<file path="config.mk">
export PLATFORM = sky130hd
export DESIGN_NAME = spi_slave_apb_bridge
export DESIGN_NICKNAME = d
export VERILOG_FILES = /design/src/rtl/spi_slave_apb_bridge.sv
export SDC_FILE = /design/constraint.sdc
export NUM_CORES = 1
export LEC_CHECK = 0
export ABC_AREA = 1
export CAP_MARGIN = 20
export CORE_MARGIN = 5
export CORE_UTILIZATION = 55
export CTS_CLUSTER_SIZE = 40
export DETAILED_ROUTE_END_ITERATION = 16
export GPL_ROUTABILITY_DRIVEN = 0
export PLACE_DENSITY = 0.85
export SYNTH_ARGS = -nofsm -noshare
export SYNTH_HDL_FRONTEND = slang
export SYNTH_SLANG_ARGS = --single-unit
</file>
<file path="constraint.sdc">
create_clock -name clk_i -period 5.4 [get_ports clk_i]
set_input_delay 1.62 -clock clk_i [delete_from_list [all_inputs] [get_ports clk_i]]
set_output_delay 1.62 -clock clk_i [all_outputs]
set_load 0.03 [all_outputs]
</file>
<file path="src/rtl/spi_slave_apb_bridge.sv">
// SPI mode-0 slave that turns each framed SPI transaction into one APB master access.
// Optional APB watchdog: define SPI_APB_TIMEOUT_EN (limit set by TIMEOUT_CYCLES).
module spi_slave_apb_bridge #(
  parameter int APB_ADDR_WIDTH = 32,
  parameter int SYNC_STAGES    = 2,
  parameter int TIMEOUT_CYCLES = 256
) (
  input  logic                      clk_i,
  input  logic                      rst_i,
  input  logic                      spi_sclk_i,
  input  logic                      spi_csn_i,
  input  logic                      spi_sdi_i,
  output logic                      spi_sdo_o,
  output logic                      spi_oe_o,
  output logic [APB_ADDR_WIDTH-1:0] paddr_o,
  output logic [31:0]               pwdata_o,
  output logic                      pwrite_o,
  output logic                      psel_o,
  output logic                      penable_o,
  input  logic [31:0]               prdata_i,
  input  logic                      pready_i,
  input  logic                      pslverr_i,
  output logic                      done_o,
  output logic                      err_o
);

  localparam logic [3:0] ST_IDLE       = 4'd0;
  localparam logic [3:0] ST_CMD        = 4'd1;
  localparam logic [3:0] ST_ADDR       = 4'd2;
  localparam logic [3:0] ST_WDATA      = 4'd3;
  localparam logic [3:0] ST_APB_SETUP  = 4'd4;
  localparam logic [3:0] ST_APB_ACCESS = 4'd5;
  localparam logic [3:0] ST_DUMMY      = 4'd6;
  localparam logic [3:0] ST_RDATA      = 4'd7;
  localparam logic [3:0] ST_IGNORE     = 4'd8;

  localparam logic [7:0]  CMD_WRITE   = 8'h02;
  localparam logic [7:0]  CMD_READ    = 8'h03;
  localparam logic [31:0] RD_FALLBACK = 32'hDEADBEEF;

  if (SYNC_STAGES < 2 || TIMEOUT_CYCLES < 1) begin : g_param_check
    $error("spi_slave_apb_bridge: SYNC_STAGES must be >= 2 and TIMEOUT_CYCLES >= 1");
  end

  logic [SYNC_STAGES-1:0] sclk_sync_q, csn_sync_q, sdi_sync_q;
  logic                   sclk_prev_q, csn_prev_q;
  logic                   sclk_s, csn_s, sdi_s;
  logic                   sclk_rise, sclk_fall, cs_fall, cs_rise;

  logic [3:0]                state_q, state_d;
  logic [3:0]                apb_q, apb_d;
  logic [5:0]                bitcnt_q, bitcnt_d;
  logic                      is_rd_q, is_rd_d;
  logic                      pend_q, pend_d;
  logic                      req_write_q, req_write_d;
  logic                      rd_valid_q, rd_valid_d;
  logic                      err_q, err_d, err_set;
  logic [APB_ADDR_WIDTH-1:0] paddr_q, paddr_d;
  logic [31:0]               pwdata_q, pwdata_d;
  logic                      pwrite_q, pwrite_d;
  logic [31:0]               sr_q, sr_d, sr_shift;
  logic [APB_ADDR_WIDTH-1:0] req_addr_q, req_addr_d;
  logic [31:0]               req_wdata_q, req_wdata_d;
  logic [31:0]               rdata_q, rdata_d;
  logic [31:0]               tx_q, tx_d;
  logic                      apb_done, tmo_hit, apb_end, rd_now;
  logic [31:0]               rd_word;

  assign sclk_s    = sclk_sync_q[SYNC_STAGES-1];
  assign csn_s     = csn_sync_q[SYNC_STAGES-1];
  assign sdi_s     = sdi_sync_q[SYNC_STAGES-1];
  assign sclk_rise = sclk_s & ~sclk_prev_q;
  assign sclk_fall = ~sclk_s & sclk_prev_q;
  assign cs_fall   = csn_prev_q & ~csn_s;
  assign cs_rise   = ~csn_prev_q & csn_s;
  assign sr_shift  = {sr_q[30:0], sdi_s};

  assign apb_done = (apb_q == ST_APB_ACCESS) && pready_i;

`ifdef SPI_APB_TIMEOUT_EN
  localparam int TMO_W = $clog2(TIMEOUT_CYCLES + 1);
  logic [TMO_W-1:0] tmo_q, tmo_d;

  // Counts completed ACCESS cycles; the access is abandoned on the TIMEOUT_CYCLES-th one.
  assign tmo_hit = (apb_q == ST_APB_ACCESS) && !pready_i &&
                   (tmo_q == TMO_W'(TIMEOUT_CYCLES - 1));
  assign tmo_d   = ((apb_q == ST_APB_ACCESS) && !apb_done && !tmo_hit) ? tmo_q + 1'b1 : '0;

  always_ff @(posedge clk_i) begin
    if (rst_i) tmo_q <= '0;
    else       tmo_q <= tmo_d;
  end
`else
  assign tmo_hit = 1'b0;
`endif

  assign apb_end = apb_done | tmo_hit;
  assign rd_now  = apb_end & ~pwrite_q;
  assign rd_word = apb_done ? prdata_i : RD_FALLBACK;

  always_comb begin
    state_d     = state_q;
    apb_d       = apb_q;
    bitcnt_d    = bitcnt_q;
    is_rd_d     = is_rd_q;
    pend_d      = pend_q;
    req_write_d = req_write_q;
    rd_valid_d  = rd_valid_q;
    paddr_d     = paddr_q;
    pwdata_d    = pwdata_q;
    pwrite_d    = pwrite_q;
    sr_d        = sr_q;
    req_addr_d  = req_addr_q;
    req_wdata_d = req_wdata_q;
    rdata_d     = rdata_q;
    tx_d        = tx_q;
    err_set     = 1'b0;

    // APB engine runs independently of the serial frame so an access can outlive its CS window.
    case (apb_q)
      ST_IDLE: begin
        if (pend_q) begin
          apb_d      = ST_APB_SETUP;
          paddr_d    = req_addr_q;
          pwdata_d   = req_wdata_q;
          pwrite_d   = req_write_q;
          pend_d     = 1'b0;
          rd_valid_d = 1'b0;
        end
      end
      ST_APB_SETUP: apb_d = ST_APB_ACCESS;
      ST_APB_ACCESS: begin
        if (apb_end) begin
          apb_d   = ST_IDLE;
          err_set = tmo_hit | (apb_done & pslverr_i);
          if (!pwrite_q) begin
            rd_valid_d = 1'b1;
            rdata_d    = rd_word;
          end
        end
      end
      default: apb_d = ST_IDLE;
    endcase

    case (state_q)
      ST_CMD: begin
        if (sclk_rise) begin
          sr_d     = sr_shift;
          bitcnt_d = bitcnt_q + 6'd1;
          if (bitcnt_q == 6'd7) begin
            bitcnt_d = 6'd0;
            if (sr_shift[7:0] == CMD_WRITE) begin
              state_d = ST_ADDR;
              is_rd_d = 1'b0;
            end else if (sr_shift[7:0] == CMD_READ) begin
              state_d = ST_ADDR;
              is_rd_d = 1'b1;
            end else begin
              state_d = ST_IGNORE;
            end
          end
        end
      end
      ST_ADDR: begin
        if (sclk_rise) begin
          sr_d     = sr_shift;
          bitcnt_d = bitcnt_q + 6'd1;
          if (bitcnt_q == 6'd31) begin
            bitcnt_d   = 6'd0;
            req_addr_d = sr_shift[APB_ADDR_WIDTH-1:0];
            if (is_rd_q) begin
              state_d     = ST_DUMMY;
              req_write_d = 1'b0;
              pend_d      = 1'b1;
            end else begin
              state_d = ST_WDATA;
            end
          end
        end
      end
      ST_WDATA: begin
        if (sclk_rise) begin
          sr_d     = sr_shift;
          bitcnt_d = bitcnt_q + 6'd1;
          if (bitcnt_q == 6'd31) begin
            bitcnt_d    = 6'd0;
            req_wdata_d = sr_shift;
            req_write_d = 1'b1;
            pend_d      = 1'b1;
            // Remaining clocks of a complete write frame carry nothing.
            state_d     = ST_IGNORE;
          end
        end
      end
      ST_DUMMY: begin
        if (sclk_rise && bitcnt_q != 6'd8) begin
          bitcnt_d = bitcnt_q + 6'd1;
        end else if (sclk_fall && bitcnt_q == 6'd8) begin
          state_d  = ST_RDATA;
          bitcnt_d = 6'd0;
          if (!pend_q && rd_valid_q) begin
            tx_d = rdata_q;
          end else if (!pend_q && rd_now) begin
            tx_d = rd_word;
          end else begin
            tx_d    = RD_FALLBACK;
            err_set = 1'b1;
          end
        end
      end
      ST_RDATA: begin
        if (sclk_fall) tx_d = {tx_q[30:0], 1'b0};
      end
      default: ;
    endcase

    if (cs_rise) begin
      state_d  = ST_IDLE;
      bitcnt_d = 6'd0;
    end
    if (cs_fall) begin
      state_d  = ST_CMD;
      bitcnt_d = 6'd0;
    end
  end

  assign err_d = cs_fall ? err_set : (err_q | err_set);

  always_ff @(posedge clk_i) begin
    if (rst_i) begin
      sclk_sync_q <= '0;
      csn_sync_q  <= '1;
      sdi_sync_q  <= '0;
      sclk_prev_q <= 1'b0;
      csn_prev_q  <= 1'b1;
      state_q     <= ST_IDLE;
      apb_q       <= ST_IDLE;
      bitcnt_q    <= 6'd0;
      is_rd_q     <= 1'b0;
      pend_q      <= 1'b0;
      req_write_q <= 1'b0;
      rd_valid_q  <= 1'b0;
      err_q       <= 1'b0;
      paddr_q     <= '0;
      pwdata_q    <= '0;
      pwrite_q    <= 1'b0;
    end else begin
      sclk_sync_q <= {sclk_sync_q[SYNC_STAGES-2:0], spi_sclk_i};
      csn_sync_q  <= {csn_sync_q[SYNC_STAGES-2:0], spi_csn_i};
      sdi_sync_q  <= {sdi_sync_q[SYNC_STAGES-2:0], spi_sdi_i};
      sclk_prev_q <= sclk_s;
      csn_prev_q  <= csn_s;
      state_q     <= state_d;
      apb_q       <= apb_d;
      bitcnt_q    <= bitcnt_d;
      is_rd_q     <= is_rd_d;
      pend_q      <= pend_d;
      req_write_q <= req_write_d;
      rd_valid_q  <= rd_valid_d;
      err_q       <= err_d;
      paddr_q     <= paddr_d;
      pwdata_q    <= pwdata_d;
      pwrite_q    <= pwrite_d;
    end
  end

  always_ff @(posedge clk_i) begin
    sr_q        <= sr_d;
    req_addr_q  <= req_addr_d;
    req_wdata_q <= req_wdata_d;
    rdata_q     <= rdata_d;
    tx_q        <= tx_d;
  end

  assign spi_oe_o  = (state_q == ST_DUMMY) || (state_q == ST_RDATA);
  assign spi_sdo_o = (state_q == ST_RDATA) & tx_q[31];
  assign paddr_o   = paddr_q;
  assign pwdata_o  = pwdata_q;
  assign pwrite_o  = pwrite_q;
  assign psel_o    = (apb_q == ST_APB_SETUP) || (apb_q == ST_APB_ACCESS);
  assign penable_o = (apb_q == ST_APB_ACCESS);
  assign done_o    = apb_end;
  assign err_o     = err_q;

endmodule

</file>
==> impl_metrics.ini, run 1 <==
[synth]
yosys_register_bits = 249
async_flop_share_pct = 0
syn_nets = 871
ys_types = 35
synthCells = 828
yosysTopAreaCell = edfxtp_1
syn_area_mm2 = 0.00928
yosysMostFrequentCell = nor2_1
ys_warn_count = 0
synth_edf_count = 159
synthTopCellsByCount = 176 x nor2_1, 159 x edfxtp_1, 100 x o21ai_0, 90 x dfxtp_1, 77 x nand2_1
synth_seq_area_share_pct = 70.9
synthTopCellsByArea = edfxtp_1 51%, dfxtp_1 19%, nor2_1 7.1%
avgSynthCellArea_um2 = 11.2
yosys.area.top_type_share_pct = 51.5
ys.flop_type = edfxtp_1

[cts]
cts_root_buf = clkbuf_16
postCtsSetupBuffers = 0
cts_tree = done
cts_hold_buf = 0
clkTransAtPathRegs_ns = 0.06
clock-sinks = 249
htree_levels = 1
cts_buffers = 25
cts_buffer_depth = 3
ctsResizeCount = 0
clock_latency_ns = 0.52

[setup_path]
cp_data_arrival_time_ns = 3.00
max_stage_delay_ns = 0.70
ff2ff_setup_slack_ns = 2.87
critPathSlowestCell = clkdlybuf4s50_1
cp-start-kind = input pin
cp_max_fo = 2
critical_path.cell_chain = clkdlybuf4s50_1 > nand2_4 > inv_1 > clkdlybuf4s50_1
crit_type = in -> out
required_ns = 3.78
path_common_cell = clkdlybuf4s50_1
end_kind = output port

[floorplan]
core-area_mm2 = 0.0166
start_util_pct = 55.9
fp.dieW_um = 140
io_pins = 110
num_rows = 47
die_y_um = 140
dieArea_mm2 = 0.0196

[sta]
hold_viol = 0
tightestPinTransition_ns = 1.06
slew-limit-headroom_pct = 29.5
tns_ns = 0
fin_skew_ns = 0.0170
fin_crit_ns = 4.62
setup_viol = 0
rsz0062_at_grt = false
timing.fmax_mhz = 217
fin_crit_sh_pct = 85.5
maxSlewViolCount = 0

[global_routing]
grtUsageMet2_pct = 34.6
grt.busiest_layer = met2
grt_max_degree = 67
grt_pass1_wl_um = 32900
antenna_found_initial = 0
met3_usage_pct = 4.46
first_global_vias = 6318
groute.usage.overall_pct = 20.5
grtUsageMet1_pct = 27.4
grt_overflow = 0

[route]
drt.antenna.violating_nets = 0
drc_errors = 0
viasPerCell = 5.45
wl_um = 20400
drt_first_pass_iters = 5
wl_per_cell_um = 17.4
drtIter0Drc = 571
vias = 6407

[power]
p_per_area_mw_per_mm2 = 356
p_leak_uw = 0.00401
vdd_drop_max_mv = 0.367

[run_status]
status = complete, no violations

[final_layout]
instances_no_fill = 1175
area_growth_pct = 22.7
num_antenna_cells = 0
fin_nets = 979
layout-drive-gt1-share_pct = 9.74

[placed_design]
io_buffers = 109
dp_hpwl_um = 12500
dp_cells = 1129

[flow_run]
maxCapViolations = 0

[hold_path]
hold_class = reg -> reg
[routing by layer]
metal  share of wire [%]  wire length, um
met1                  41             8320
met2                  50            10200
met3                 7.3             1500
met4                 2.0              417
met5                   0                0
[where the power goes]
part | switching, uW | internal (uW)
sequential | 29.8 | 2050
combinational | 204 | 105
clock | 698 | 968
total | 933 | 3120
[worst max-delay path: cells and delay by family]
kind                   cells  cell delay [ns]
buffers and inverters      3             1.31
and+or+nand+nor            1             0.06
[per-stage QoR]
step	setup WS, ns	instance area, um2	hold slack, ns	util [%]	power, uW
2_1_floorplan	1.04	9280	0.388	-	2320
3_3_place_gp	0.784	10600	0.396	63.8	2410
3_5_place_dp	0.774	10600	0.396	63.9	2410
4_1_cts	0.764	11400	0.406	68.6	4070
5_1_grt	0.728	11400	0.434	68.6	4200
6_report	0.782	11400	0.406	68.6	4050
[state kept, by name (all words and copies together), names as in the netlist, 2 cells and up]
signal	count
sclk_sync_q	2
req_addr_q	32
sr_q	31
bitcnt_q	6
csn_sync_q	2
tx_q	32
paddr_o	32
pwdata_o	32
req_wdata_q	32
sdi_sync_q	2
rdata_q	32
state_q	4
apb_q	2
[logic make-up after synthesis]
group           after synthesis  share of synthesized area [%]
simple gates                325                           15.4
flops                       249                           70.9
compound gates              154                           9.05
buf+inv                      96                           4.15
fa+ha+maj                     4                          0.540
[worst paths after layout]
check	depth (start not counted)	startpoint	end
hold / removal	2	sdi_sync_q[0]$_SDFF_PP0_	sdi_sync_q[1]$_SDFF_PP0_
hold reg to reg	2	sdi_sync_q[0]$_SDFF_PP0_	sdi_sync_q[1]$_SDFF_PP0_
setup reg to reg	10	apb_q[2]$_SDFFE_PP0P_	tx_q[11]$_DFFE_PP_
setup / recovery	4	pready_i	done_o
[cells in the final DEF (no fill, tap or decap), types with 2 or more instances in the layout]
cell type,instances
buf_4,8
clkbuf_16,25
or2_2,26
a22oi_1,9
nor2_8,2
o22ai_1,20
inv_1,55
dfxtp_1,90
nand2_2,2
nand2_4,2
clkinv_1,2
inv_2,3
nor2_1,174
clkinv_2,7
nor3_1,7
bufinv_16,2
nand2_1,76
nand3_1,20
nand4_1,6
clkdlybuf4s50_1,109
clkbuf_1,7
o221ai_1,3
a21oi_1,16
o21ai_0,100
ha_1,4
nor2_4,3
nor2_2,3
edfxtp_1,159
[area by class of cell]
type | count | area, um2
Clock inverter | 13 | 123
Sequential cell | 249 | 6580
Clock buffer | 33 | 666
Tap cell | 220 | 275
Timing Repair Buffer | 118 | 1170
Fill cell | 1134 | 5200
Multi-Input combinational cell | 483 | 2350
Inverter | 59 | 224
Power figures use the tool's default switching activity.
==> run 2: changes to the inputs <==
--- a/config.mk
+++ b/config.mk
@@ -6,13 +6,14 @@
 export NUM_CORES = 1
 export LEC_CHECK = 0
 export ABC_AREA = 1
-export CAP_MARGIN = 20
+export CAP_MARGIN = 30
 export CORE_MARGIN = 5
 export CORE_UTILIZATION = 55
 export CTS_CLUSTER_SIZE = 40
 export DETAILED_ROUTE_END_ITERATION = 16
 export GPL_ROUTABILITY_DRIVEN = 0
 export PLACE_DENSITY = 0.85
+export SKIP_CTS_REPAIR_TIMING = 1
 export SYNTH_ARGS = -nofsm -noshare
 export SYNTH_HDL_FRONTEND = slang
 export SYNTH_SLANG_ARGS = --single-unit
==> impl_metrics.ini, run 2 (synthesized netlist as in run 1, its figures left out) <==
[route]
wl_met3_um = 1750
drt.antenna.violating_nets = 0
drc_errors = 0
wl_per_cell_um = 17.5
viasPerCell = 5.52
wl_um = 20600
drt_first_pass_iters = 5
wl_met1_um = 8290
vias = 6488
route.met2.wl_um = 10100
drtIter0Drc = 580
maxUsedRoutingLayer = met4

[placed_design]
io_buffers = 109
dp_hpwl_um = 12700
dp_cells = 1130

[sta]
setup_viol = 0
tns_ns = 0
tightestPinTransition_ns = 0.933
hold_viol = 0
fin_crit_sh_pct = 85.6
slew-limit-headroom_pct = 37.6
timing.fmax_mhz = 216
fin_skew_ns = 0.0118
maxSlewViolCount = 0
fin_crit_ns = 4.62
rsz0062_at_grt = false

[floorplan]
die_y_um = 140
start_util_pct = 55.9
core-area_mm2 = 0.0166
io_pins = 110
dieArea_mm2 = 0.0196
fp.dieW_um = 140
num_rows = 47

[setup_path]
r2r-start = apb_q[2]$_SDFFE_PP0P_
end_kind = output port
required_ns = 3.78
ff2ff_setup_slack_ns = 2.86
crit_type = in -> out
reg2reg_to = tx_q[11]$_DFFE_PP_
cp_data_arrival_time_ns = 3.00
reg2regPathDepth = 10
cp-start-kind = input pin
cp_max_fo = 2

[final_layout]
layout-drive-gt1-share_pct = 10.1
fin_nets = 980
final_cell_mix = 174 x nor2_1, 159 x edfxtp_1, 109 x clkdlybuf4s50_1, 100 x o21ai_0, 90 x dfxtp_1
area_growth_pct = 23.8
final_common_cell = nor2_1
num_antenna_cells = 0
instances_no_fill = 1176

[cts]
cts_buffer_depth = 3
cts_root_buf = clkbuf_16
clkTransAtPathRegs_ns = 0.05
htree_levels = 1
clock-sinks = 249
cts_buffers = 25
cts_tree = done
clock_latency_ns = 0.52

[hold_path]
hold_class = reg -> reg
holdPathStages = 2
hold_end = sclk_sync_q[1]$_SDFF_PP0_
worstHoldStart = sclk_sync_q[0]$_SDFF_PP0_

[global_routing]
antenna_found_initial = 0
groute.usage.overall_pct = 20.5
first_global_vias = 6360
grt_max_degree = 67
grt_overflow = 0
grt_pass1_wl_um = 32800

[power]
swShare_pct = 22.4
p_per_area_mw_per_mm2 = 363
netSwitchingPower_uw = 934
clockPowerShare_pct = 42.6
vdd_drop_max_mv = 0.281
p_int_uw = 3230
p_comb_share_pct = 7.5
sequentialPowerShare_pct = 49.8
p_leak_uw = 0.00406

[flow_run]
maxCapViolations = 0

[run_status]
status = complete, no violations
[run 2: cell count changes in the layout (fill, tap and decap cells not counted), sizes merged]
cell,before,now
clkinv,9,7
clkbuf,33,35
buf,9,10
[run 2: per-stage QoR]
stage / hold slack (ns) / worst slack, ns / area [um2] / total power [uW] / utilization [%]
after CTS: 0.405 / 0.769 / 11500 / 4180 / 69.3
after global routing: 0.445 / 0.736 / 11500 / 4320 / 69.3
after detailed placement: 0.396 / 0.779 / 10600 / 2420 / 64.0
final: 0.402 / 0.777 / 11500 / 4170 / 69.3
after floorplan: 0.388 / 1.04 / 9280 / 2320 / -
after global placement: 0.396 / 0.784 / 10600 / 2410 / 63.8
[run 2: how the worst max path moves through the flow]
stage / start / endpoint / slack (ns)
global placement: pready_i / done_o / 0.78
CTS: pready_i / done_o / 0.77
finish: pready_i / done_o / 0.78
detailed placement: pready_i / done_o / 0.78
global route: pready_i / done_o / 0.74
floorplan: bitcnt_q[1]$_SDFFE_PP0P_ / req_addr_q[0]$_DFFE_PP_ / 1.04
[run 2: cell type report]
type / count / area (um2)
clock buffers: 35 / 758
clock inverters: 11 / 111
fillers: 1109 / 5100
inverters: 59 / 224
multi-input cells: 483 / 2350
flip-flops and latches: 249 / 6580
well taps: 220 / 275
repair buffers: 119 / 1190
[run 2: power groups by stage]
stage          combinational, uW  clock, uW  sequential, uW
2_1_floorplan                221          0            2100
6_report                     314       1780            2080
4_1_cts                      309       1800            2080
5_1_grt                      353       1890            2080
3_5_place_dp                 301          0            2120
3_3_place_gp                 293          0            2110
[run 2: critical path: stages]
cell and delay, ns:
clkdlybuf4s50_1 0.53, nand2_4 0.06, inv_1 0.08, clkdlybuf4s50_1 0.71
[run 2: routing by layer]
metal | track usage [%] | up-vias
li1 | - | 3054
met1 | 27.1 | 3092
met2 | 34.3 | 299
met3 | 4.56 | 43
met4 | 5.71 | 0
met5 | 0 | -
==> run 3: changes to the inputs <==
--- a/config.mk
+++ b/config.mk
@@ -7,12 +7,14 @@
 export LEC_CHECK = 0
 export ABC_AREA = 1
 export CAP_MARGIN = 30
+export CORE_ASPECT_RATIO = 1.2
 export CORE_MARGIN = 5
-export CORE_UTILIZATION = 55
+export CORE_UTILIZATION = 47
 export CTS_CLUSTER_SIZE = 40
 export DETAILED_ROUTE_END_ITERATION = 16
 export GPL_ROUTABILITY_DRIVEN = 0
-export PLACE_DENSITY = 0.85
+export PLACE_DENSITY = 0.75
+export RECOVER_POWER = 100
 export SKIP_CTS_REPAIR_TIMING = 1
 export SYNTH_ARGS = -nofsm -noshare
 export SYNTH_HDL_FRONTEND = slang
==> impl_metrics.ini, run 3 (synthesized netlist as in run 1, its figures left out) <==
[run_status]
status = complete, but fails checks
failed_checks = capacitance limit, slew limit

[cts]
cts_buffers = 25
cts_root_buf = clkbuf_16
cts_buffer_depth = 3
cts_tree = done
clkTransAtPathRegs_ns = 0.06
clock-sinks = 249
htree_levels = 1
clock_latency_ns = 0.53

[power]
p_per_area_mw_per_mm2 = 354
swShare_pct = 23.5
sequentialPowerShare_pct = 51.7
vdd_drop_max_mv = 0.318
p_int_uw = 3070
clockPowerShare_pct = 41.0
p_leak_uw = 0.00423
netSwitchingPower_uw = 946
p_comb_share_pct = 7.4

[setup_path]
end_kind = output port
required_ns = 3.78
cp_data_arrival_time_ns = 3.13
cp_max_fo = 4
cp-start-kind = input pin
crit_type = in -> out

[route]
vias = 6322
drt_first_pass_iters = 5
viasPerCell = 5.20
wl_per_cell_um = 16.4
drtIter0Drc = 483
drc_errors = 0
wl_um = 20000
drt.antenna.violating_nets = 0

[global_routing]
antenna_found_initial = 0
grt_pass1_wl_um = 32500
first_global_vias = 6248
groute.usage.overall_pct = 17.4
grt_overflow = 0
grt_max_degree = 67

[floorplan]
num_rows = 56
fp.dieW_um = 138
io_pins = 110
core-area_mm2 = 0.0195
die_y_um = 164
dieArea_mm2 = 0.0227
start_util_pct = 47.6

[placed_design]
place_ws_ns = 0.802
io_buffers = 109
dp_hpwl_um = 12500

[sta]
timing.fmax_mhz = 210
tns_ns = 0
fin_crit_ns = 4.75
setup_slack_ns = 0.646
tightestPinTransition_ns = 2.85
setup_viol = 0
rsz0062_at_grt = false
slew-limit-headroom_pct = -90.4
fin_skew_ns = 0.0134
fin_crit_sh_pct = 88.0
hold_viol = 0
maxSlewViolCount = 182

[final_layout]
final_common_cell = nor2_1
multi_input_area_mm2 = 0.00229
num-fill-cells = 1642
regArea_mm2 = 0.00658
final_cell_mix = 176 x nor2_1, 159 x edfxtp_1, 101 x o21ai_0, 90 x dfxtp_1, 78 x nand2_1
area_growth_pct = 22.4
fin_nets = 979
layout-drive-gt1-share_pct = 8.70
num_antenna_cells = 0

[flow_run]
maxCapViolations = 5

[hold_path]
hold_class = reg -> reg
[run 3: cell types whose count changed in the layout (fill, tap and decap cells not counted), sizes merged]
cell,previous run,this run
buf,10,3
clkbuf,35,36
bufinv,2,0
clkdlybuf4s50,109,36
clkinvlp,0,3
clkinv,7,10
dlygate4sd3,0,73
[run 3: per-stage QoR]
| step | total power (uW) | instances | hold slack [ns] | utilization, % | area (um2) |
|---|---|---|---|---|---|
| after global routing | 4190 | 1215 | 0.420 | 58.3 | 11400 |
| after detailed placement | 2410 | 1170 | 0.396 | 54.6 | 10600 |
| after global placement | 2410 | 1170 | 0.390 | 54.6 | 10600 |
| after floorplan | 2320 | 828 | 0.388 | - | 9280 |
| final | 4020 | 1215 | 0.405 | 58.3 | 11400 |
| after CTS | 4060 | 1215 | 0.410 | 58.7 | 11400 |
[run 3: power by group through the flow]
stage / clock (uW) / sequential (uW) / combinational [uW]
final: 1650 / 2080 / 296
after global routing: 1780 / 2080 / 335
after CTS: 1690 / 2070 / 301
after detailed placement: 0 / 2120 / 299
after global placement: 0 / 2110 / 291
after floorplan: 0 / 2100 / 221
[run 3: area by class of cell]
| class | count | area share [%] |
|---|---|---|
| clock buffers | 30 | 6.05 |
| clock inverters | 15 | 1.00 |
| inverters | 59 | 1.97 |
| multi-input cells | 483 | 20.2 |
| flip-flops and latches | 249 | 57.9 |
| well taps | 261 | 2.88 |
| repair buffers | 118 | 10.0 |
[run 3: critical path: stages]
cell           delay, ns
dlygate4sd3_1       0.55
nand2_1             0.12
inv_1               0.09
dlygate4sd3_1       0.74
[run 3: path summary, 6_finish.rpt]
check	start	endpoint	slack, ns	cells after the start
setup / recovery	pready_i	done_o	0.65	4
hold / removal	sclk_sync_q[0]$_SDFF_PP0_	sclk_sync_q[1]$_SDFF_PP0_	0.40	2
hold reg to reg	sclk_sync_q[0]$_SDFF_PP0_	sclk_sync_q[1]$_SDFF_PP0_	0.40	2
setup reg to reg	sclk_sync_q[1]$_SDFF_PP0_	sr_q[20]$_DFFE_PP_	2.00	4
[run 3: routing by layer]
layer / up-vias / GRT usage, % / share of wire [%]
met3: 30 / 4.57 / 6.9
met1: 3035 / 22.0 / 42
met2: 205 / 30.2 / 49
li1: 3052 / - / -
met4: 0 / 4.54 / 2.0
met5: - / 0 / 0
